### src/rtl/vga_timing_gen.sv
// vga_timing_gen
//   Raster timing generator for a 640x480 @ 60 Hz display (800x525 total).
//   Runs on the system clock and advances the raster counters once every
//   CLK_DIV clocks. All decoded outputs are registered from the next counter
//   values, so they change on the same edge as hCount/vCount.
//
//   Optional feature (macro VGA_TIMING_FRAME_COUNT_EN):
//     adds an 8-bit frame_count output, incremented on each frame_start.
//
// Ports:
//   clk          in   system clock
//   rst          in   asynchronous active-high reset
//   hCount[9:0]  out  horizontal pixel counter, 0..H_TOTAL-1
//   vCount[9:0]  out  vertical line counter, 0..V_TOTAL-1
//   hSync        out  horizontal sync, active low
//   vSync        out  vertical sync, active low
//   bright       out  high inside the visible window
//   pixel_tick   out  one-clk pulse on the clk where the counters advanced
//   frame_start  out  one-clk pulse when the counters wrap to (0,0)
//   frame_count  out  frames elapsed, mod 256 (VGA_TIMING_FRAME_COUNT_EN only)
module vga_timing_gen #(
    parameter int CLK_DIV     = 4,
    parameter int H_TOTAL     = 800,
    parameter int V_TOTAL     = 525,
    parameter int H_SYNC      = 96,
    parameter int V_SYNC      = 2,
    parameter int H_VIS_START = 144,
    parameter int H_VIS_END   = 784,
    parameter int V_VIS_START = 35,
    parameter int V_VIS_END   = 515
) (
    input  logic       clk,
    input  logic       rst,
    output logic [9:0] hCount,
    output logic [9:0] vCount,
    output logic       hSync,
    output logic       vSync,
    output logic       bright,
    output logic       pixel_tick,
    output logic       frame_start
`ifdef VGA_TIMING_FRAME_COUNT_EN
    ,
    output logic [7:0] frame_count
`endif
);

    localparam logic [3:0] DIV_LAST  = 4'(CLK_DIV - 1);
    localparam logic [9:0] H_LAST    = 10'(H_TOTAL - 1);
    localparam logic [9:0] V_LAST    = 10'(V_TOTAL - 1);
    localparam logic [9:0] H_SYNC_C  = 10'(H_SYNC);
    localparam logic [9:0] V_SYNC_C  = 10'(V_SYNC);
    localparam logic [9:0] H_VS_C    = 10'(H_VIS_START);
    localparam logic [9:0] H_VE_C    = 10'(H_VIS_END);
    localparam logic [9:0] V_VS_C    = 10'(V_VIS_START);
    localparam logic [9:0] V_VE_C    = 10'(V_VIS_END);

    logic [3:0] div;
    logic       adv;
    logic       frame_wrap;
    logic [9:0] h_next;
    logic [9:0] v_next;

    // Counters advance on the clk where the divider sits at its last value,
    // so the first advance after reset lands on the CLK_DIV-th edge.
    assign adv        = (div == DIV_LAST);
    assign frame_wrap = (hCount == H_LAST) && (vCount == V_LAST);

    always_comb begin
        h_next = hCount;
        v_next = vCount;
        if (hCount == H_LAST) begin
            h_next = '0;
            if (vCount == V_LAST) begin
                v_next = '0;
            end else begin
                v_next = vCount + 10'd1;
            end
        end else begin
            h_next = hCount + 10'd1;
        end
    end

    always_ff @(posedge clk or posedge rst) begin
        if (rst) begin
            div         <= '0;
            hCount      <= '0;
            vCount      <= '0;
            hSync       <= 1'b0;
            vSync       <= 1'b0;
            bright      <= 1'b0;
            pixel_tick  <= 1'b0;
            frame_start <= 1'b0;
        end else begin
            div         <= adv ? '0 : div + 4'd1;
            pixel_tick  <= adv;
            frame_start <= adv && frame_wrap;
            if (adv) begin
                hCount <= h_next;
                vCount <= v_next;
                // Decode from next values so sync/bright stay aligned with the counters.
                hSync  <= (h_next >= H_SYNC_C);
                vSync  <= (v_next >= V_SYNC_C);
                bright <= (h_next >= H_VS_C) && (h_next < H_VE_C) &&
                          (v_next >= V_VS_C) && (v_next < V_VE_C);
            end
        end
    end

`ifdef VGA_TIMING_FRAME_COUNT_EN
    always_ff @(posedge clk or posedge rst) begin
        if (rst) begin
            frame_count <= '0;
        end else if (adv && frame_wrap) begin
            frame_count <= frame_count + 8'd1;
        end
    end
`endif

endmodule
### config.mk
export PLATFORM = sky130hd
export DESIGN_NAME = vga_timing_gen
export DESIGN_NICKNAME = d
export VERILOG_FILES = /design/src/rtl/vga_timing_gen.sv
export SDC_FILE = /design/constraint.sdc
export NUM_CORES = 1
export LEC_CHECK = 0
export ABC_AREA = 1
export CAP_MARGIN = 20
export CELL_PAD_IN_SITES_DETAIL_PLACEMENT = 1
export CELL_PAD_IN_SITES_GLOBAL_PLACEMENT = 1
export CORE_AREA = 2 2 65 83
export CTS_BUF_LIST = sky130_fd_sc_hd__clkbuf_16
export DETAILED_ROUTE_END_ITERATION = 10
export DIE_AREA = 0 0 67 85
export PLACE_DENSITY = 0.76
export REMOVE_ABC_BUFFERS = 1
export SLEW_MARGIN = 20
export SYNTH_ARGS = -nofsm -noshare
export SYNTH_HDL_FRONTEND = slang
export SYNTH_SLANG_ARGS = --single-unit
### constraint.sdc
create_clock -name clk -period 2.2 [get_ports clk]
set_input_delay 0.33 -clock clk [delete_from_list [all_inputs] [get_ports clk]]
set_output_delay 0.33 -clock clk [all_outputs]
set_load 0.05 [all_outputs]
==> out/results.ini <==
[worst_setup_path]
r2r_end=bright
reg2reg_slack_ps=220
ff2ff_path_depth=13
cp-start-kind=flop
cp-end-kind=flop
cp.arrival_ps=2140
path_class=flop to flop
worstPathRequired_ps=2360
worstPathMaxFanout=19
reg2reg_from=hCount[0]

[synthesis]
yosysTopAreaCell=dfrtp_1
synthTopCellsByArea=dfrtp_1 (39%), nand2_1 (18%), inv_1 (6.4%)
synth_cell_type_count=29
syn_area_per_cell_um2=6.996
synth_top_cell_area_share_pct=38.85
synth.ff_latch_count=29
ys_warn_count=0
syn_area_um2=1868
netlist_instances=267
synth_seq_area_share_pct=38.85

[grt]
antenna_found_initial=0
grt_usage_pct=20.71
grt_pass1_wl_um=8963
grt_max_degree=30
grt_pass1_vias=1826
grt.overflow.total=0

[floorplan]
io_pins=27
initial_utilization_pct=37.85
die_width_um=67
placementRows=29
core_area_um2=4935
fp.dieH_um=85
dieArea_um2=5695

[routing]
drc=0
drt_iter0_drc=67
route.antenna.remaining_nets=0
vias=1817
drt_pre_antenna_iters=4
wl_per_cell_um=14.47
avgViaCountPerCell=5.033
drt_wl_total_um=5224

[layout]
fill_cells=674
area_delta_synth_final_pct=24.85
nets=305
multi_input_area_um2=953.4
n_antenna_cell=0
seqCellArea_um2=729.5
drive_gt1_share_pct=10.37
design_area_um2=2332

[run_status]
outcome=finished clean

[sta]
relSlewSlack_pct=66.59
final_hold_viol_count=0
setup-violations-final=0
max_freq_mhz=504.5
setup_slack_ps=217.9
tightest_slew_ps=499.5
min_period_ps=1982
fin_crit_sh_pct=90.10
fin_skew_ps=2.973
hold_ws_ps=452.6
drv_slew=0
rsz0062_at_grt=false

[clock_network]
cts.path.max_buffers=2
htree_levels=2
cts_tree=yes
clk-insertion-delay-late_ps=280
cts-root-buf=clkbuf_16
clk_pin_slew_worst_paths_ps=50
cts_buffers=5
hold_buffers=0
cts_sinks=29
ctsResizeCount=0
post_cts_buffers=0

[placed_design]
dpl_cell_area_um2=2188
gp_congestion=0.8348
port-buffer-count=26
hpwl_um=3707
dp_worst_setup_slack_ps=162.0

[pwr]
peakVddDrop_mv=0.3277
power.density_nw_per_um2=514.1
leakage_uw=0.001159

[run]
maxCapViolCount=0

[worst_hold_path]
hp-class=input port to async pin

## flip-flops by register name, indices dropped and copies added, names as in the netlist
name / flops
frame_start: 1
hCount: 10
vSync: 1
pixel_tick: 1
div: 4
bright: 1
hSync: 1
vCount: 10
## report_power, final
group | total, uW | internal, uW | leakage [uW] | switching [uW]
Clock | 651 | 408 | 0.0000687 | 243
Sequential | 534 | 534 | 0.000386 | 0
Combinational | 14.1 | 2.85 | 0.000704 | 11.2
## how the worst max path moves through the flow
stage | cells past startpoint | from | endpoint
floorplan | 13 | hCount[1] | bright
global placement | 12 | vCount[0] | bright
finish | 13 | hCount[0] | bright
detailed placement | 12 | vCount[0] | bright
global route | 14 | hCount[1] | bright
CTS | 12 | vCount[0] | bright
## critical path, stage by stage (launching register included)
cell,delay (ps)
dfrtp_1,430
ha_1,240
nand2_1,90
clkinv_2,70
nand2_4,80
nor2_4,40
buf_4,200
nand3_1,100
nand2_1,80
nand3b_1,160
nor2_1,160
nand2_1,80
nand3_1,80
nand2_1,60
## layout make-up
cell class                      count  area share [%]
Clock buffer                        5           5.365
Clock inverter                      3          0.5365
Inverter                           36           5.848
Multi-Input combinational cell    195           40.88
Sequential cell                    29           31.28
Tap cell                           62           3.326
Timing Repair Buffer               31           12.77
## layout by cell type (no fill, tap or decap)
master / n
nand2_1: 88
inv_1: 32
nor2_1: 29
dfrtp_1: 26
clkdlybuf4s50_1: 26
nand3_1: 22
o21ai_0: 18
nand2_2: 5
clkbuf_16: 5
buf_4: 5
nand4_1: 4
xor2_1: 4
ha_1: 4
inv_2: 3
nand3_2: 3
a21oi_1: 3
dfrtp_2: 3
clkinv_2: 2
nor2_4: 2
o21a_1: 2
o21bai_1: 2
a31oi_1: 2
clkinv_1: 2
nand2_4: 1
nor2_2: 1
nor4b_1: 1
xnor2_1: 1
o21ai_1: 1
nand3b_1: 1
ha_2: 1
## cell usage after synthesis (all sizes together)
library cell,n
nand2,94
inv,35
nor2,32
dfrtp,29
nand3,25
o21ai,19
ha,5
buf,4
nand4,4
xor2,4
a21oi,3
clkbuf,3
a31oi,2
o21a,2
o21bai,2
clkinv,1
nand3b,1
nor4b,1
xnor2,1
## metrics by stage
stage	util, %	total power, uW	TNS [ps]	instances
global placement	44.35	557.9	0	353
finish	47.26	1199	0	361
floorplan	-	551.0	-52.22	260
global route	47.26	1243	0	361
detailed placement	44.35	558.4	0	353
CTS	47.13	1218	0	361
## routing by layer
layer  global-route usage (%)  part of all wire [%]
met1                    26.70                    44
met2                    34.11                    51
met3                    3.316                   2.9
met4                    8.163                   2.0
met5                        0                     0
## cells by family (layout without fill, tap and decap cells)
logic type	Yosys count	count (layout)	synth area share, %
XOR/XNOR	5	5	2.344
buffers and inverters	43	75	10.25
AND/OR/NAND/NOR	157	157	37.04
AO/OA/AOI/OAI	28	28	8.171
adder cells (fa/ha/maj)	5	5	3.349
flip-flops	29	29	38.85
Note: power is estimated with default switching activity, not from simulation.
